<file path="src/rtl/seven_seg_scan_ctrl.sv">
// Multiplexed common-anode 7-segment driver: shadow buffer, leading-zero blanking,
// per-digit blink, PWM brightness and a frame-done pulse.
module seven_seg_scan_ctrl #(
  parameter int unsigned NUM_DIGITS        = 4,
  parameter int unsigned CLKS_PER_DIGIT    = 65536,
  parameter int unsigned BRIGHT_BITS       = 3,
  parameter int unsigned BLINK_FRAMES_LOG2 = 6,
  parameter bit          ACTIVE_LOW        = 1'b1
) (
  input  logic                    clk,
  input  logic                    reset,
  input  logic [4*NUM_DIGITS-1:0] digits_in,
  input  logic [NUM_DIGITS-1:0]   dp_in,
  input  logic                    load,
  input  logic                    lz_suppress,
  input  logic [NUM_DIGITS-1:0]   blink_mask,
  input  logic [BRIGHT_BITS-1:0]  brightness,
  output logic [6:0]              seg,
  output logic                    dp,
  output logic [NUM_DIGITS-1:0]   an,
  output logic                    frame_done
);

  localparam int unsigned SlotW  = $clog2(CLKS_PER_DIGIT);
  localparam int unsigned SubLen = CLKS_PER_DIGIT >> BRIGHT_BITS;
  localparam int unsigned SubW   = (SubLen > 1) ? $clog2(SubLen) : 1;
  localparam int unsigned IdxW   = $clog2(NUM_DIGITS);
  localparam int unsigned FrameW = (BLINK_FRAMES_LOG2 > 0) ? BLINK_FRAMES_LOG2 : 1;

  localparam logic [SlotW-1:0]  SlotMax  = SlotW'(CLKS_PER_DIGIT - 1);
  localparam logic [SubW-1:0]   SubMax   = SubW'(SubLen - 1);
  localparam logic [IdxW-1:0]   IdxMax   = IdxW'(NUM_DIGITS - 1);
  localparam logic [FrameW-1:0] FrameMax = FrameW'((1 << BLINK_FRAMES_LOG2) - 1);
  localparam logic              Inv      = ACTIVE_LOW;

  logic [SlotW-1:0]        slot_cnt_q, slot_cnt_d;
  logic [SubW-1:0]         sub_cnt_q, sub_cnt_d;
  logic [BRIGHT_BITS-1:0]  sub_phase_q, sub_phase_d;
  logic [IdxW-1:0]         idx_q, idx_d;
  logic [FrameW-1:0]       frame_cnt_q, frame_cnt_d;
  logic                    blink_q, blink_d;
  logic [4*NUM_DIGITS-1:0] shadow_dig_q, shadow_dig_d;
  logic [NUM_DIGITS-1:0]   shadow_dp_q, shadow_dp_d;
  logic [3:0]              cur_nib_q, cur_nib_d;
  logic                    cur_dp_q, cur_dp_d;
  logic                    cur_lz_q, cur_lz_d;
  logic [6:0]              seg_q;
  logic                    dp_q, frame_done_q;
  logic [NUM_DIGITS-1:0]   an_q;

  logic                  slot_wrap, sub_wrap, frame_end;
  logic [NUM_DIGITS-1:0] upper_zero;
  logic [6:0]            glyph, seg_on;
  logic                  dp_on, blank_lz, blank_blink;
  logic [NUM_DIGITS-1:0] an_on;

  // upper_zero[i]: every shadow digit at index i and above is zero.
  always_comb begin
    upper_zero = '0;
    upper_zero[NUM_DIGITS-1] = (shadow_dig_q[4*NUM_DIGITS-1 -: 4] == 4'h0);
    for (int i = NUM_DIGITS - 2; i >= 0; i--) begin
      upper_zero[i] = upper_zero[i+1] && (shadow_dig_q[4*i +: 4] == 4'h0);
    end
  end

  always_comb begin
    slot_wrap   = (slot_cnt_q == SlotMax);
    sub_wrap    = (sub_cnt_q == SubMax);
    frame_end   = slot_wrap && (idx_q == IdxMax);
    slot_cnt_d  = slot_wrap ? '0 : slot_cnt_q + 1'b1;
    sub_cnt_d   = (slot_wrap || sub_wrap) ? '0 : sub_cnt_q + 1'b1;
    sub_phase_d = slot_wrap ? '0 : (sub_wrap ? sub_phase_q + 1'b1 : sub_phase_q);
    idx_d       = frame_end ? '0 : (slot_wrap ? idx_q + 1'b1 : idx_q);
    frame_cnt_d = frame_cnt_q;
    blink_d     = blink_q;
    if (frame_end) begin
      frame_cnt_d = (frame_cnt_q == FrameMax) ? '0 : frame_cnt_q + 1'b1;
      if (frame_cnt_q == FrameMax) blink_d = ~blink_q;
    end
    shadow_dig_d = load ? digits_in : shadow_dig_q;
    shadow_dp_d  = load ? dp_in : shadow_dp_q;
    // Capture for the upcoming slot uses the pre-load shadow, so a coincident load
    // only becomes visible one slot later.
    cur_nib_d = cur_nib_q;
    cur_dp_d  = cur_dp_q;
    cur_lz_d  = cur_lz_q;
    if (slot_wrap) begin
      for (int unsigned i = 0; i < NUM_DIGITS; i++) begin
        if (IdxW'(i) == idx_d) begin
          cur_nib_d = shadow_dig_q[4*i +: 4];
          cur_dp_d  = shadow_dp_q[i];
          cur_lz_d  = upper_zero[i];
        end
      end
    end
  end

  always_comb begin
    unique case (cur_nib_q)
      4'h0: glyph = 7'h3F;
      4'h1: glyph = 7'h06;
      4'h2: glyph = 7'h5B;
      4'h3: glyph = 7'h4F;
      4'h4: glyph = 7'h66;
      4'h5: glyph = 7'h6D;
      4'h6: glyph = 7'h7D;
      4'h7: glyph = 7'h07;
      4'h8: glyph = 7'h7F;
      4'h9: glyph = 7'h6F;
      4'hA: glyph = 7'h77;
      4'hB: glyph = 7'h7C;
      4'hC: glyph = 7'h39;
      4'hD: glyph = 7'h5E;
      4'hE: glyph = 7'h79;
      4'hF: glyph = 7'h71;
      default: glyph = 7'h00;
    endcase
    blank_lz    = lz_suppress && cur_lz_q && (idx_q != '0);
    blank_blink = blink_q && blink_mask[idx_q];
    seg_on      = (blank_lz || blank_blink) ? 7'h00 : glyph;
    dp_on       = cur_dp_q && !blank_blink;
    an_on       = '0;
    if (sub_phase_q <= brightness) an_on[idx_q] = 1'b1;
  end

  always_ff @(posedge clk or posedge reset) begin
    if (reset) begin
      slot_cnt_q   <= '0;
      sub_cnt_q    <= '0;
      sub_phase_q  <= '0;
      idx_q        <= '0;
      frame_cnt_q  <= '0;
      blink_q      <= 1'b0;
      shadow_dig_q <= '0;
      shadow_dp_q  <= '0;
      cur_nib_q    <= '0;
      cur_dp_q     <= 1'b0;
      cur_lz_q     <= 1'b0;
      seg_q        <= {7{Inv}};
      dp_q         <= Inv;
      an_q         <= {NUM_DIGITS{Inv}};
      frame_done_q <= 1'b0;
    end else begin
      slot_cnt_q   <= slot_cnt_d;
      sub_cnt_q    <= sub_cnt_d;
      sub_phase_q  <= sub_phase_d;
      idx_q        <= idx_d;
      frame_cnt_q  <= frame_cnt_d;
      blink_q      <= blink_d;
      shadow_dig_q <= shadow_dig_d;
      shadow_dp_q  <= shadow_dp_d;
      cur_nib_q    <= cur_nib_d;
      cur_dp_q     <= cur_dp_d;
      cur_lz_q     <= cur_lz_d;
      seg_q        <= seg_on ^ {7{Inv}};
      dp_q         <= dp_on ^ Inv;
      an_q         <= an_on ^ {NUM_DIGITS{Inv}};
      frame_done_q <= frame_end;
    end
  end

  assign seg        = seg_q;
  assign dp         = dp_q;
  assign an         = an_q;
  assign frame_done = frame_done_q;

endmodule

</file>
<file path="config.mk">
export PLATFORM = sky130hd
export DESIGN_NAME = seven_seg_scan_ctrl
export DESIGN_NICKNAME = d
export VERILOG_FILES = /design/src/rtl/seven_seg_scan_ctrl.sv
export SDC_FILE = /design/constraint.sdc
export NUM_CORES = 1
export LEC_CHECK = 0
export CAP_MARGIN = 30
export CORE_ASPECT_RATIO = 0.5
export CORE_MARGIN = 1
export CORE_UTILIZATION = 51
export CTS_CLUSTER_DIAMETER = 50
export DETAILED_ROUTE_END_ITERATION = 6
export GPL_TIMING_DRIVEN = 0
export PLACE_DENSITY = 0.73
export SLEW_MARGIN = 20
export SYNTH_ARGS = -nofsm -noshare
export SYNTH_HDL_FRONTEND = slang
export SYNTH_SLANG_ARGS = --single-unit
</file>
<file path="constraint.sdc">
create_clock -name clk -period 2.4 [get_ports clk]
set_input_delay 0.48 -clock clk [delete_from_list [all_inputs] [get_ports clk]]
set_output_delay 0.48 -clock clk [all_outputs]
set_load 0.05 [all_outputs]
</file>
---- Word level (Yosys, flattened, before mapping) ----
Memory sizes are Yosys's and may differ from the RTL's.
Index checks and enable logic that the tools add are counted.
operators by class
  muxes and demuxes ....................... 25
  bitwise logic cells ..................... 4
  $add $sub $neg .......................... 5
  equality and inequality tests ........... 7
  magnitude comparators ................... 3
  reductions and logical operators ........ 22
operators by type and width
  cell                                                              count
  4-bit two-way mux                                                 5
  16-bit by 1-bit adder with 16-bit output (second input constant)  1
  16-bit == test (second input constant)                            1
  4-bit logical NOT                                                 4
  16-bit two-way mux                                                1
  13-bit by 1-bit adder with 13-bit output (second input constant)  1
  13-bit == test (second input constant)                            1
  13-bit two-way mux                                                1
  1-bit two-way mux                                                 10
  1-bit logical AND                                                 9
  7-bit two-way mux                                                 1
  7-bit NOT                                                         1
  6-bit by 1-bit adder with 6-bit output (second input constant)    1
  6-bit == test (second input constant)                             1
  3-bit two-way mux                                                 2
  6-bit two-way mux                                                 1
  2-bit == test (first input constant)                              2
  2-bit two-way mux                                                 2
  4-bit NOT                                                         1
  2-bit AND reduction                                               2
  2-bit nonzero test                                                2
  4-bit nonzero test                                                1
  3-bit by 1-bit adder with 3-bit output (second input constant)    1
  3-bit <= comparator                                               1
  other kinds (11)                                                  13
word-level totals
  memories kept ........................... 1
  logic and storage cells ................. 82
  bits in registers ....................... 80
  bits of input ports ..................... 31
  output and inout bits ................... 13
  memory bits (read-only) ................. 112
memories
  memory           words  bits a word  rd ports  clocked after memory_dff  write ports  RTL line  text
  (no name shown)  16     7            1         0                         0            99        unique case (cur_nib_q)

---- Depth between registers and ports, before layout ----
Gate-level depths: netlist (run 1).
  depth in word-level cells ............... 8
  mapped depth ............................ 8

---- Least setup slack after synthesis (run 1) ----
No wires, ideal clock.
  path kind ............................... flip-flop to flip-flop
  start ................................... register idx_q[0]
  end ..................................... register cur_nib_q[0]
  library setup time ...................... 0.122 ns
  setup slack ............................. 0.163 ns
  buffers on the path ..................... 2
  stages on the path, launching flop included .. 9
  arrival ................................. 2.115 ns
  cell sequence ........................... dfrtp_1 -> clkbuf_1 -> inv_1 -> ha_1 -> clkbuf_1 -> or3b_2 -> a31oi_1 -> or3_4 -> o21ai_2
between the ends
  longest elaborated chain between the ends .. 7
  elaborated cells on any way between the ends .. 14
ends and longest elaborated chain
  what                                                                     RTL line  text
  from (decl)                                                              39        logic [IdxW-1:0] idx_q, idx_d;
  from (signal assigned)                                                   147       idx_q <= idx_d;
  2-bit by 1-bit adder with 2-bit output or 2-bit == test (tied branches)  73, 69
  2-bit two-way mux or 1-bit logical AND (tied branches)                   73, 69
  2-bit two-way mux (*)                                                    73        idx_d = frame_end ? '0 : (slot_wrap ? idx_q + 1'b1 : idx_q);
  1-bit by 2-bit == test with 1-bit output                                 89        if (IdxW'(i) == idx_d) begin
  4-bit two-way mux (3 in a row)                                           89
  to (signal assigned)                                                     152       cur_nib_q <= cur_nib_d;
  to (decl)                                                                44        logic [3:0] cur_nib_q, cur_nib_d;
Mark *: on every way between the ends. The rest lies on a longest branch, timed or not.
A chain may end at the register's enable or synchronous reset.

---- Final worst setup path (run 1) ----
  start ................................... register idx_q[0]
  end ..................................... register cur_nib_q[1]
The elaborated chain is that of the path after synthesis.

==> impl_metrics.ini, run 1 <==
[timing]
period_needed_ns = 2.199
max_freq_mhz = 454.8
setup_violations = 0
skew_ns = 0.006856
relSlewSlack = 0.4160
setup_ws_ns = 0.2014
finalCritPeriodShare = 0.9161
fin_tns_setup_ns = 0
finalMaxSlewViolations = 0
hold_viol_final = 0
worst_pin_slew_ns = 0.8665
rsz0062_at_grt = no

[final_layout]
syn2layout_area_growth_pct = 22.03
layout_commonest_cell = dfrtp_1
n_antenna_cell = 0
layout.nets = 449
drive_above_1_share = 0.2064
finalNonFillerCells = 503
final_cell_mix = 67 x dfrtp_1, 42 x clkdlybuf4s50_1, 30 x nor2_1
nFillCells = 572

[clock_network]
clkSlewWorstSetupHoldPaths_ns = 0.06
cts_hold_buf = 0
cts_tree = done
root_buffer = clkbuf_16
cts_buffers = 9
clockBufferDepth = 2
insertion_delay_ns = 0.34
htree_levels = 3
clock-sinks = 80

[global_route]
antenna_found_initial = 0
overflow = 0
grt_pass1_vias = 2895
grt.total_usage = 0.2150
grt_pass1_wl_um = 13330
grt_max_degree = 31

[yosys]
synth_fp_nets = 395
synth-edff-count = 0
yosysSeqAreaShare = 0.5072
synth_seq_cells = 80
ys.flop_type = dfrtp_1
postSynthCellCount = 348
async_flop_share = 1.000
ys_types = 49
avgSynthCellArea_um2 = 11.43
synth_warnings = 0
synthesis.area_um2 = 3976

[run]
drv_cap = 0

[critical_path]
worstSetupEndpointType = flip-flop
critical_path.max_stage_delay_ns = 0.48
crit_slowest_cell = dfrtp_2
required_ns = 2.61
critPathKind = reg -> reg
crit_fanout = 13
critPathArrivalTime_ns = 2.41
startpoint_type = flip-flop
worstPathCellList = inv_1 -> ha_1 -> clkbuf_2 -> or3b_2 -> a31oi_1 -> or3_4 -> o21ai_2

[place]
dp_slack_ns = -0.2224
finalWeightedCongestion = 0.8718
dp.cells = 488
hpwl_um = 5812
numPortBuffers = 42

[route]
ant_nets = 0
finalWirelength_um = 7789
wl_per_cell_um = 15.49
vias = 2832
drc = 0
first_pass_iters = 6
post_drt_via_cell_ratio = 5.630
drt_iter0_markers = 124

[floorplanning]
fp-row-count = 22
die_y_um = 64.44
io_pins = 44
initial_core_util = 0.5350
fp.dieW_um = 126.9
core_um2 = 7432
die_area_um2 = 8175

[min_path]
hold_path_class = reg -> reg

[pwr]
p_leak_uw = 0.002021
vdd_drop_max_mv = 0.3171
power_density_nw_per_um2 = 590.2

[status]
outcome = finished clean
[cell usage after synthesis, drive strengths merged (3+ instances only)]
| master | count | share of area |
|---|---|---|
| xor2 | 8 | 0.018 |
| or3 | 4 | 0.011 |
| inv | 18 | 0.017 |
| a31oi | 4 | 0.0063 |
| clkbuf | 8 | 0.0076 |
| nand4 | 11 | 0.025 |
| nand3 | 13 | 0.016 |
| and3 | 3 | 0.0047 |
| o21a | 3 | 0.0057 |
| ha | 16 | 0.050 |
| or3b | 4 | 0.0088 |
| dfrtp | 68 | 0.43 |
| mux2 | 29 | 0.082 |
| nor2 | 31 | 0.031 |
| nand2b | 3 | 0.0047 |
| o21ai | 9 | 0.015 |
| nand2 | 24 | 0.023 |
| o211ai | 3 | 0.0057 |
| mux2i | 4 | 0.010 |
| nor3 | 7 | 0.0088 |
| nor4 | 11 | 0.021 |
| o311ai | 5 | 0.011 |
| xnor2 | 21 | 0.046 |
| o32ai | 5 | 0.011 |
| dfstp | 12 | 0.079 |
[through the flow]
| step | area [um2] | util | total power, uW | hold slack (ns) |
|---|---|---|---|---|
| after detailed placement | 4568 | 0.6146 | 1603 | 0.4135 |
| after floorplan | 3980 | - | 1513 | 0.3708 |
| final | 4852 | 0.6529 | 2864 | 0.4297 |
| after CTS | 4851 | 0.6527 | 2896 | 0.4216 |
| after global placement | 4521 | 0.6082 | 1583 | 0.4043 |
| after global routing | 4852 | 0.6529 | 2974 | 0.4505 |
[final timing paths]
path	start	to	cells past startpoint	slack (ns)
setup / recovery	idx_q[0]$_DFF_PP0_	cur_nib_q[1]$_DFFE_PP0P_	7	0.20
hold / removal	cur_dp_q$_DFFE_PP0P_	dp$_DFF_PP1_	1	0.43
setup reg to reg	idx_q[0]$_DFF_PP0_	cur_nib_q[1]$_DFFE_PP0P_	7	0.20
hold reg to reg	cur_dp_q$_DFFE_PP0P_	dp$_DFF_PP1_	1	0.43
max in group asynchronous	reset	seg[1]$_DFF_PP1_	4	1.00
min in group asynchronous	reset	sub_cnt_q[4]$_DFF_PP0_	2	0.58
[power breakdown]
| part | leakage (uW) | internal [uW] | switching (uW) |
|---|---|---|---|
| Sequential | 0.000999 | 1390 | 31.6 |
| Combinational | 0.000876 | 96.7 | 63.0 |
| Clock | 0.000145 | 779 | 508 |
| Total | 0.00202 | 2260 | 602 |
[final cells by class]
type,count,area [um2],area share
repair buffers,44,467.9,0.09644
well taps,96,120.1,0.02476
flip-flops and latches,80,2018,0.4159
multi-input cells,240,1843,0.3798
inverters,18,71.32,0.01470
clock buffers,13,270.3,0.05570
clock inverters,3,15.01,0.003094
plain buffers,9,46.29,0.009541
[routing by layer]
metal / part of all wire / wire, um / GRT usage
met1: 0.43 / 3377 / 0.2526
met2: 0.50 / 3925 / 0.3729
met3: 0.043 / 335 / 0.06524
met4: 0.019 / 150 / 0.08929
met5: 0 / 0 / 0
[critical path, delay by kind of cell (launching register included)]
family                   cells  cell delay (ns)
buffers and inverters        2             0.37
AO/OA/AOI/OAI                2             0.24
AND/OR/NAND/NOR              2             0.61
flip-flops                   1             0.48
adder cells (fa/ha/maj)      1             0.36
[registers in the layout (all words and copies together), names as in the netlist, 2 cells and up]
signal / cells
shadow_dig_q: 16
slot_cnt_q: 16
sub_cnt_q: 13
seg: 7
frame_cnt_q: 6
an: 4
cur_nib_q: 4
shadow_dp_q: 4
sub_phase_q: 3
idx_q: 2
[cells by family after synthesis]
group | synth area share
buffers and inverters | 0.02926
and+or+nand+nor | 0.1750
adders and majority gates | 0.05035
xor gates and xnor gates | 0.06388
muxes | 0.09786
DFF | 0.5072
AOI/OAI and AO/OA | 0.07646
[what timing repair did]
| item | in CTS | in global routing |
|---|---|---|
| buffers inserted | 0 | 0 |
| pin swaps | 0 | 0 |
| resized for setup | 1 | 1 |
| setup endpoints to repair | 5 | 4 |
(Power assumes the default switching activity.)
==> inputs of run 2 (changes only) <==
--- a/config.mk
+++ b/config.mk
@@ -8,11 +8,12 @@
 export CAP_MARGIN = 30
 export CORE_ASPECT_RATIO = 0.5
 export CORE_MARGIN = 1
-export CORE_UTILIZATION = 51
+export CORE_UTILIZATION = 55
 export CTS_CLUSTER_DIAMETER = 50
 export DETAILED_ROUTE_END_ITERATION = 6
+export DONT_BUFFER_PORTS = 1
 export GPL_TIMING_DRIVEN = 0
-export PLACE_DENSITY = 0.73
+export PLACE_DENSITY = 0.7
 export SLEW_MARGIN = 20
 export SYNTH_ARGS = -nofsm -noshare
 export SYNTH_HDL_FRONTEND = slang
==> run 2 against run 1 <==
  * Combinational power decreased by 34%
  * Die area decreased by 7.1%
  * Critical endpoint is now cur_lz_q$_DFFE_PP0P_
  * Utilization decreased by 0.066 points
  * Power increased by 4.4%
  * Clock skew increased by 0.0010 ns
  * Final area decreased by 8.2%
  * Critical path depth unchanged
  * Worst setup slack improved by 0.035 ns
  * Maximum frequency increased by 1.6%
  * Wire length decreased by 7.3%
  * Register-to-register slack improved by 0.03 ns
  * Via count decreased by 7.7%
==> impl_metrics.ini, run 2 (synthesized netlist as in run 1, its figures left out) <==
[clock_network]
root_buffer = clkbuf_16
cts_hold_buf = 0
cts_tree = done
clockBufferDepth = 2
cts_buffers = 9
insertion_delay_ns = 0.33
clkSlewWorstSetupHoldPaths_ns = 0.06
htree_levels = 3
clock-sinks = 80

[route]
wl_met1_um = 3312
drc = 0
finalWirelength_um = 7223
wl_per_cell_um = 15.84
first_pass_iters = 4
ant_nets = 0
wl_met3_um = 404
vias = 2614
wl_met2_um = 3414
highest_layer = met4
post_drt_via_cell_ratio = 5.732
drt_iter0_markers = 166

[timing]
max_freq_mhz = 462.2
relSlewSlack = 0.4500
finalCritPeriodShare = 0.9016
hold_viol_final = 0
period_needed_ns = 2.164
skew_ns = 0.007869
finalMaxSlewViolations = 0
worst_pin_slew_ns = 0.8161
setup_ws_ns = 0.2362
rsz0062_at_grt = no
setup_violations = 0

[pwr]
power.switching_uw = 589.4
clkPwrFrac = 0.490
pwr-share-comb = 0.035
power_density_nw_per_um2 = 670.8
seq_power_share = 0.475
vdd_drop_max_mv = 0.4513
p_int_uw = 2399
p_sw_frac = 0.1972
p_leak_uw = 0.001868

[floorplanning]
fp-row-count = 21
initial_core_util = 0.5821
io_pins = 44
die_area_um2 = 7594
die_y_um = 62.13
core_um2 = 6832
fp.dieW_um = 122.2

[status]
outcome = finished clean

[global_route]
grt_pass1_wl_um = 12770
grt_pass1_vias = 2736
antenna_found_initial = 0
grt.total_usage = 0.2180
overflow = 0
grt_max_degree = 37

[place]
dp_slack_ns = -0.1995
finalWeightedCongestion = 0.8365
numPortBuffers = 0
dp.cells = 442
hpwl_um = 5170

[min_path]
hold_path_class = in -> async

[final_layout]
final_cell_mix = 67 x dfrtp_1, 30 x nor2_1, 29 x mux2_2
drive_above_1_share = 0.2280
layout.nets = 407
multi_input_area_um2 = 1843
top_regs = shadow_dig_q: 16 flops, slot_cnt_q: 16 flops, sub_cnt_q: 13 flops
finalNonFillerCells = 456
register_area_um2 = 2018
n_antenna_cell = 0
nFillCells = 539
syn2layout_area_growth_pct = 12.05
layout_commonest_cell = dfrtp_1

[critical_path]
critPathKind = reg -> reg
required_ns = 2.62
crit_fanout = 13
startpoint_type = flip-flop
worstSetupEndpointType = flip-flop
critPathArrivalTime_ns = 2.39

[run]
drv_cap = 0
## run 2: cell count changes in the layout (fill, tap and decap cells not counted)
| cell | previous run | this run |
|---|---|---|
| buf_16 | 1 | 0 |
| clkdlybuf4s50_1 | 42 | 0 |
| bufinv_16 | 0 | 2 |
| buf_12 | 1 | 2 |
| clkinv_2 | 3 | 1 |
| clkbuf_8 | 3 | 2 |
## run 2: worst paths after layout
check                                                   end  slack, ns            startpoint  cells after the start
min in group clk                shadow_dig_q[7]$_DFFE_PP0P_       0.30          digits_in[7]                      1
worst max register to register         cur_lz_q$_DFFE_PP0P_       0.24    idx_q[0]$_DFF_PP0_                      7
max in group asynchronous                  seg[0]$_DFF_PP1_       1.84                 reset                      2
worst max-delay path                   cur_lz_q$_DFFE_PP0P_       0.24    idx_q[0]$_DFF_PP0_                      7
worst min register to register                 dp$_DFF_PP1_       0.40  cur_dp_q$_DFFE_PP0P_                      1
worst min-delay path                slot_cnt_q[5]$_DFF_PP0_       0.01                 reset                      1
## run 2: repair_timing
item                       in CTS  in global routing
gates resized for setup         1                  1
hold endpoints to repair        0                  0
buffers inserted                0                  0
setup endpoints to repair       5                  3
## run 2: power groups by stage
stage	Clock [uW]	Combinational [uW]	Sequential [uW]
2_1_floorplan	0	82.8	1430
3_3_place_gp	0	95.8	1440
3_5_place_dp	0	108	1440
4_1_cts	1490	108	1420
5_1_grt	1540	119	1420
6_report	1470	105	1420
## run 2: layer usage
metal / vias to the layer above / GRT usage
met2: 55 / 0.3378
met3: 11 / 0.08180
li1: 1268 / -
met4: 0 / 0.06250
met5: - / 0
met1: 1280 / 0.2855
## run 2: metrics by stage
stage | util | power (uW) | instance area, um2 | hold slack [ns] | TNS (ns)
after detailed placement | 0.6053 | 1549 | 4135 | 0.3689 | -0.7079
after global placement | 0.5995 | 1536 | 4095 | 0.3920 | -0.3621
after CTS | 0.6520 | 3017 | 4454 | 0.01500 | 0
after floorplan | - | 1513 | 3980 | 0.3708 | 0
final | 0.6522 | 2989 | 4456 | 0.01238 | 0
after global routing | 0.6522 | 3081 | 4456 | 0.03101 | 0
## run 2: layout make-up
class	count	area share
Buffer	9	0.01039
Clock buffer	12	0.05757
Clock inverter	3	0.01460
Inverter	18	0.01601
Multi-Input combinational cell	240	0.4136
Sequential cell	80	0.4530
Tap cell	92	0.02584
Timing Repair Buffer	2	0.008986
## run 2: critical path: stages (launching register included)
cell and delay, ns:
dfrtp_2 0.49, inv_1 0.14, ha_1 0.35, clkbuf_2 0.20, nor2b_1 0.21, o311ai_0 0.40
nor3_1 0.10, a21o_1 0.16
==> inputs of run 3 (changes only) <==
==> constraint.sdc (replaced) <==
create_clock -name clk -period 2.4 [get_ports clk]
set_input_delay 0.24 -clock clk [delete_from_list [all_inputs] [get_ports clk]]
set_output_delay 0.24 -clock clk [all_outputs]
set_load 0.05 [all_outputs]
==> run 3 against run 2 <==
  * Sequential power barely moved
  * Combinational power barely moved
  * Die area did not move
  * Sequential share of layout area barely moved
  * Via count fell by 0.38%
  * Largest power group unchanged
  * Highest routed layer unchanged
==> impl_metrics.ini, run 3 (synthesized netlist as in run 1, its figures left out) <==
[critical_path]
critPathArrivalTime_ns = 2.44
critPathKind = reg -> reg
crit_fanout = 13
required_ns = 2.63
worstSetupEndpointType = flip-flop
startpoint_type = flip-flop

[min_path]
hold_path_class = in -> reg

[final_layout]
top_regs = shadow_dig_q: 16 flops, slot_cnt_q: 16 flops, sub_cnt_q: 13 flops
layout_commonest_cell = dfrtp_1
layout.nets = 407
drive_above_1_share = 0.2301
final_cell_mix = 67 x dfrtp_1, 30 x nor2_1, 29 x mux2_2
n_antenna_cell = 0
syn2layout_area_growth_pct = 12.02

[floorplanning]
initial_core_util = 0.5821
die_y_um = 62.13
core_um2 = 6832
io_pins = 44
die_area_um2 = 7594
fp-row-count = 21
fp.dieW_um = 122.2

[timing]
relSlewSlack = 0.4448
whs_ns = 0.04763
setup_violations = 0
finalMaxSlewViolations = 0
period_needed_ns = 2.210
rsz0062_at_grt = no
skew_ns = 0.004372
setup_ws_ns = 0.1905
hold_viol_final = 0
worst_pin_slew_ns = 0.8238
finalCritPeriodShare = 0.9206
max_freq_mhz = 452.6

[clock_network]
cts_tree = done
insertion_delay_ns = 0.34
htree_levels = 3
cts_buffers = 9
clkSlewWorstSetupHoldPaths_ns = 0.06
clockBufferDepth = 2
root_buffer = clkbuf_16
clock-sinks = 80

[pwr]
power.switching_uw = 611.6
p_leak_uw = 0.001874
vdd_drop_max_mv = 0.3453
seq_power_share = 0.471
power_density_nw_per_um2 = 676.5
pwr-share-comb = 0.034
p_sw_frac = 0.2030
p_int_uw = 2402
clkPwrFrac = 0.495

[place]
numPortBuffers = 0
finalWeightedCongestion = 0.8354
hpwl_um = 5121
dp_slack_ns = -0.2037

[route]
vias = 2604
drt_iter0_markers = 117
drc = 0
wl_per_cell_um = 15.88
ant_nets = 0
post_drt_via_cell_ratio = 5.698
finalWirelength_um = 7257
first_pass_iters = 4

[global_route]
grt_max_degree = 44
grt_pass1_vias = 2769
grt.total_usage = 0.2204
grt_pass1_wl_um = 12850
antenna_found_initial = 0
overflow = 0

[run]
drv_cap = 0

[status]
outcome = finished clean
[run 3: critical path, stage by stage (launching register included)]
cell      delay, ns
dfrtp_2        0.50
inv_1          0.15
ha_1           0.36
clkbuf_2       0.20
nor2b_1        0.21
o311ai_0       0.40
nor3_1         0.11
a21o_1         0.16
[run 3: path summary, 6_finish.rpt]
path / from / endpoint / slack (ns) / cells past startpoint
setup reg to reg: idx_q[0]$_DFF_PP0_ / cur_lz_q$_DFFE_PP0P_ / 0.19 / 7
hold / removal: digits_in[14] / shadow_dig_q[14]$_DFFE_PP0P_ / 0.05 / 1
max in group asynchronous: reset / an[2]$_DFF_PP1_ / 1.35 / 3
setup / recovery: idx_q[0]$_DFF_PP0_ / cur_lz_q$_DFFE_PP0P_ / 0.19 / 7
hold reg to reg: cur_dp_q$_DFFE_PP0P_ / dp$_DFF_PP1_ / 0.40 / 1
min in group asynchronous: reset / shadow_dig_q[14]$_DFFE_PP0P_ / 0.41 / 2
[run 3: metrics by stage]
step | area, um2 | power (uW) | util | TNS (ns) | cells
CTS | 4453 | 3047 | 0.6518 | 0 | 457
detailed placement | 4114 | 1544 | 0.6022 | -0.7313 | 441
global route | 4454 | 3125 | 0.6520 | 0 | 457
floorplan | 3976 | 1513 | - | 0 | 348
global placement | 4091 | 1536 | 0.5989 | -40.06 | 440
finish | 4454 | 3013 | 0.6520 | 0 | 457
[run 3: repair_timing]
action	CTS	global route
hold endpoints to repair	30	0
endpoints found under the setup margin	5	3
resized for setup	1	1
hold buffers	1	0
buffers inserted	0	0
pin swaps	0	0
[run 3: layout make-up]
| type | instances | area [um2] |
|---|---|---|
| fill | 517 | 2377 |
| multi-input combinational | 240 | 1843 |
| buffer | 9 | 46.29 |
| timing repair buffer | 2 | 30.03 |
| sequential | 80 | 2018 |
| clock inverter | 5 | 78.83 |
| clock buffer | 11 | 252.7 |
| inverter | 18 | 70.07 |
| tap | 92 | 115.1 |
[run 3: per-layer routing]
metal | global-route usage | part of all wire
met1 | 0.2860 | 0.47
met5 | 0 | 0
met3 | 0.08548 | 0.044
met4 | 0.07927 | 0.015
met2 | 0.3357 | 0.47
[run 3: power groups by stage]
| stage | Clock (uW) | Sequential [uW] | Combinational [uW] |
|---|---|---|---|
| after floorplan | 0 | 1430 | 82.4 |
| after global placement | 0 | 1440 | 95.4 |
| after detailed placement | 0 | 1440 | 103 |
| after CTS | 1520 | 1420 | 105 |
| after global routing | 1590 | 1420 | 116 |
| final | 1490 | 1420 | 102 |
